<file path="config.mk">
export PLATFORM = sky130hd
export DESIGN_NAME = param_updown_counter
export DESIGN_NICKNAME = d
export VERILOG_FILES = /design/src/rtl/param_updown_counter.sv
export SDC_FILE = /design/constraint.sdc
export NUM_CORES = 1
export LEC_CHECK = 0
export CAP_MARGIN = 15
export CELL_PAD_IN_SITES_DETAIL_PLACEMENT = 0
export CELL_PAD_IN_SITES_GLOBAL_PLACEMENT = 2
export CORE_ASPECT_RATIO = 1.5
export CORE_UTILIZATION = 33
export DETAILED_ROUTE_END_ITERATION = 7
export GPL_TIMING_DRIVEN = 0
export PLACE_DENSITY = 0.88
export RECOVER_POWER = 25
export SYNTH_ARGS = -nofsm -noshare
export SYNTH_HDL_FRONTEND = slang
export SYNTH_SLANG_ARGS = --single-unit
</file>
<file path="constraint.sdc">
create_clock -name clk -period 7.2 [get_ports clk]
set_input_delay 1.44 -clock clk [delete_from_list [all_inputs] [get_ports clk]]
set_output_delay 1.44 -clock clk [all_outputs]
set_load 0.05 [all_outputs]
</file>
<file path="src/rtl/param_updown_counter.sv">
// Parametrised up/down event/timer counter with a prescaler and wrap, saturate and one-shot modes.
// All outputs are registered except terminal, and every update happens on the edge of its tick cycle.
module param_updown_counter #(
  parameter int WIDTH      = 8,
  parameter int PRESCALE_W = 4
) (
  input  logic                  clk,
  input  logic                  reset,
  input  logic                  enable,
  input  logic                  up_down,
  input  logic [1:0]            mode,
  input  logic                  clear,
  input  logic                  load,
  input  logic [WIDTH-1:0]      load_value,
  input  logic [WIDTH-1:0]      limit,
  input  logic [PRESCALE_W-1:0] prescale,
  output logic [WIDTH-1:0]      count_out,
  output logic                  overflow,
  output logic                  underflow,
  output logic                  terminal,
  output logic                  busy
);

  typedef enum logic [1:0] {IDLE, RUN, DONE} state_t;

  state_t                state_q, state_d;
  logic [WIDTH-1:0]      cnt_q, cnt_d;
  logic [PRESCALE_W-1:0] psc_q, psc_d;
  logic                  ovf_q, ovf_d;
  logic                  unf_q, unf_d;
  logic                  busy_q, busy_d;
  logic                  tick;
  logic                  one_shot;
  logic                  saturate;
  logic                  at_top;
  logic                  at_zero;

  assign one_shot = (mode == 2'b10);
  assign saturate = (mode == 2'b01);
  assign at_top   = (cnt_q >= limit);
  assign at_zero  = (cnt_q == '0);

  // A prescaler left above a newly lowered setting drops back to 0 without firing.
  always_comb begin
    tick  = 1'b0;
    psc_d = psc_q;
    if (clear || load) begin
      psc_d = '0;
    end else if (enable) begin
      if (psc_q == prescale) begin
        tick  = 1'b1;
        psc_d = '0;
      end else if (psc_q > prescale) begin
        psc_d = '0;
      end else begin
        psc_d = psc_q + PRESCALE_W'(1);
      end
    end
  end

  always_comb begin
    cnt_d   = cnt_q;
    ovf_d   = 1'b0;
    unf_d   = 1'b0;
    state_d = one_shot ? state_q : IDLE;
    if (clear) begin
      cnt_d   = '0;
      state_d = IDLE;
    end else if (load) begin
      cnt_d   = load_value;
      state_d = one_shot ? RUN : IDLE;
    end else if (tick) begin
      if (one_shot) begin
        if (state_q == RUN) begin
          if (up_down) begin
            if (at_top || (cnt_q + WIDTH'(1) == limit)) begin
              cnt_d   = limit;
              ovf_d   = 1'b1;
              state_d = DONE;
            end else begin
              cnt_d = cnt_q + WIDTH'(1);
            end
          end else begin
            if (at_zero || (cnt_q == WIDTH'(1))) begin
              cnt_d   = '0;
              unf_d   = 1'b1;
              state_d = DONE;
            end else begin
              cnt_d = cnt_q - WIDTH'(1);
            end
          end
        end
      end else if (up_down) begin
        if (at_top) begin
          cnt_d = saturate ? limit : '0;
          ovf_d = 1'b1;
        end else begin
          cnt_d = cnt_q + WIDTH'(1);
        end
      end else begin
        if (at_zero) begin
          cnt_d = saturate ? '0 : limit;
          unf_d = 1'b1;
        end else begin
          cnt_d = cnt_q - WIDTH'(1);
        end
      end
    end
    busy_d = (state_d == RUN);
  end

  always_ff @(posedge clk or posedge reset) begin
    if (reset) begin
      state_q <= IDLE;
      cnt_q   <= '0;
      psc_q   <= '0;
      ovf_q   <= 1'b0;
      unf_q   <= 1'b0;
      busy_q  <= 1'b0;
    end else begin
      state_q <= state_d;
      cnt_q   <= cnt_d;
      psc_q   <= psc_d;
      ovf_q   <= ovf_d;
      unf_q   <= unf_d;
      busy_q  <= busy_d;
    end
  end

  assign count_out = cnt_q;
  assign overflow  = ovf_q;
  assign underflow = unf_q;
  assign busy      = busy_q;
  assign terminal  = up_down ? (cnt_q == limit) : at_zero;

endmodule

</file>
==> metrics <==
Worst Skew=roughly 0.0037 ns; share of layout cells above drive strength 1=5.80%; Switching Share=44.6%; Mapped Area=2330 µm²; CTS tree=yes; io pins=40; pin count of the biggest net entering global routing=18; Die Height=105 µm; Detailed Routing Iterations Pass 1=8; Synth area leaders=dfrtp_1 18%, ha_1 8.6%, a21oi_1 4.9%; first-pass GRT wire length=between 10 and 15 mm; WS Path Type=primary input to output pin; worst-margin pin slew=approximately 1.1 ns; Cell Rows=37; vias in the first global route=between 2k and 3k; outcome=finished with violations; Reg power frac=~28%; Syn-to-layout area delta=23.7%; Synth top area share=a little under a fifth; Initial DRC Count=around 140; Synth area leader=dfrtp_1; port bufs=39; DR vias=approximately 2.7k; Main synth FF type=dfrtp_1; Root Driver=clkbuf_8; period utilization=about 74%; failing checks=DRC; gp weighted congestion=0.861; antenna violations before repair=0; Sequential Area=approximately 430 µm²; final worst slack=around 1.9 ns; Syn Area/Cell=7.34 µm²; number of max-cap violations=0; CTS Buffer Depth=2; Crit path arrival time=between 3 and 4 ns; Clock Sinks=17; Post-synth ARST share=100%; Setup TNS=0 ns; post-CTS resize count=0; drt total wl=approximately 8.9 mm; Mapped Nets=approximately 360; clock transition at the registers of the reported paths=0.08 ns; clock power share=about a fifth; Max-Slew Margin vs Limit=26.5%; # diodes=0; Cell Int Power=around 0.22 mW; ANT nets after route=0; Lkg Pwr=between 1 and 1.5 nW; final setup violation count=0; Worst Hold Class=register to register; NetSw=0.175 mW; Initial Util=about a third; filler instances=between 700 and 800; Avg WL per Cell=20.3 µm; area of the multi-input gates=around 1700 µm²; vias per std cell=just over 6; Synth Register Bits=17; Die Area=about 7400 µm²; GRT Util Overall=24.9%; hold buffers post-CTS=0; Placement Setup Slack=around 1.9 ns; core area=between 6000 and 7000 µm²; fmax=between 0.15 and 0.2 GHz; CTS Buf Count=3; DRC viols=4; RSZ-0062 raised after global routing=no; PwrDens=136 nW/µm²; Fin. Hold Viols=0; Setup crit start kind=primary input; EDFF count, synth=0; Gate power share=between 50% and 60%; Final min period=approximately 5.3 ns; grt total ovfl=0; post-synthesis cell count=approximately 320; register area share after synthesis=about 18%; Die Width=between 70 and 80 µm; WP data required=roughly 5.8 ns; VDD IR-drop max=0.0761 mV; Max H-tree Level=1; nets@finish=407; Slew Limit Fails=0; critical path peak fanout=10; Setup crit end kind=output pin; setup bufs post-CTS=0; final cell utilization of the core=roughly 42%; Yosys cell types=slightly below 60; dpl hpwl=between 6 and 7 mm; synth warn=0; clk_lat worst skew=~0.26 ns
## path summary, 6_finish.rpt
path,slack [ns],cells past startpoint,to,start
worst min-delay path,0.56,1,psc_q[0]$_DFFE_PP0P_,psc_q[0]$_DFFE_PP0P_
worst max-delay path,1.86,5,terminal,up_down
min in group asynchronous,1.76,2,state_q[1]$_DFF_PP0_,reset
max in group asynchronous,4.95,2,count_out[2]$_DFFE_PP0P_,reset
worst min register to register,0.56,1,psc_q[0]$_DFFE_PP0P_,psc_q[0]$_DFFE_PP0P_
worst max register to register,3.76,10,count_out[0]$_DFFE_PP0P_,count_out[0]$_DFFE_PP0P_
## registers in the layout, indices dropped and copies added, names as in the netlist
register   count
count_out      8
psc_q          4
state_q        2
busy           1
overflow       1
underflow      1
## power groups by stage
stage	Clock, mW	Combinational (mW)	Sequential [mW]
after floorplan	0	0.117	0.121
after global placement	0	0.197	0.111
after detailed placement	0	0.197	0.111
after CTS	0.0837	0.198	0.109
after global routing	0.0859	0.217	0.110
final	0.0824	0.201	0.109
## final cells by class
cell class                      instances  share of cell area (%)
Clock buffer                            4                    1.57
Sequential cell                        17                    14.8
Buffer                                 20                    3.35
Tap cell                               78                    3.39
Multi-Input combinational cell        257                    59.7
Timing Repair Buffer                   41                    14.2
Inverter                               23                    3.00
## cell families after synthesis
group           after synthesis  share of synthesized area [%]
compound gates              106                           30.8
flops                        17                           18.3
fa+ha+maj                    16                           8.60
simple gates                116                           26.5
mux                           3                           1.34
xor+xnor                     16                           6.61
buf+inv                      43                           7.85
## cells in the final DEF (no fill, tap or decap), drive strengths merged, types with 4 or more instances in the layout
| master | count |
|---|---|
| nor3b | 4 |
| nand2b | 7 |
| clkdlybuf4s50 | 38 |
| clkbuf | 16 |
| nand3 | 13 |
| nor2 | 21 |
| dfrtp | 17 |
| a31oi | 6 |
| ha | 16 |
| buf | 9 |
| o21ai | 27 |
| nor3 | 12 |
| nand4 | 4 |
| or3 | 5 |
| xnor2 | 9 |
| nor2b | 6 |
| and3 | 8 |
| a211oi | 7 |
| nor4 | 4 |
| xor2 | 6 |
| o211ai | 10 |
| a21oi | 23 |
| inv | 22 |
| nand2 | 22 |
## through the flow
step           instances  hold slack (ns)  cell area, µm²  power, mW
2_1_floorplan        317            0.494            2330      0.239
5_1_grt              440            0.597            2880      0.413
3_5_place_dp         435            0.540            2820      0.308
4_1_cts              439            0.559            2870      0.391
3_3_place_gp         434            0.539            2820      0.308
6_report             440            0.555            2880      0.393
## cell usage after synthesis, types with 3 or more instances
| master | number |
|---|---|
| o211ai_1 | 10 |
| clkbuf_1 | 12 |
| a21o_1 | 3 |
| or3_1 | 5 |
| nand2b_1 | 7 |
| buf_2 | 5 |
| nand4_1 | 4 |
| nor2b_1 | 6 |
| o21ai_0 | 23 |
| or2_2 | 3 |
| nand2_1 | 22 |
| and3_1 | 8 |
| a311o_1 | 3 |
| inv_1 | 22 |
| o21ai_1 | 4 |
| a22oi_1 | 3 |
| nor2_1 | 21 |
| nor3_1 | 11 |
| ha_1 | 16 |
| a31oi_1 | 6 |
| nand3_1 | 13 |
| a21oi_1 | 23 |
| o31ai_1 | 3 |
| xor2_1 | 6 |
| dfrtp_1 | 17 |
| a211oi_1 | 6 |
| nor4_1 | 4 |
| nor3b_1 | 4 |
| xnor2_1 | 9 |
## per-layer routing
layer  up-vias  part of all wire [%]  track usage [%]  wire length (µm)
li1       1274                     -                -                 -
met1      1288                    40             29.4              3590
met2       112                    51             44.6              4580
met3        25                   5.4             1.93               480
met4         0                   3.3             12.6               295
met5         -                     0                0                 0
## critical path, cell delays in order
cell and delay, ns:
clkdlybuf4s50_1 0.53, clkinv_1 0.33, clkbuf_1 0.41, o31ai_1 0.35, clkdlybuf4s50_1 0.85
Power figures use the tool's default switching activity.
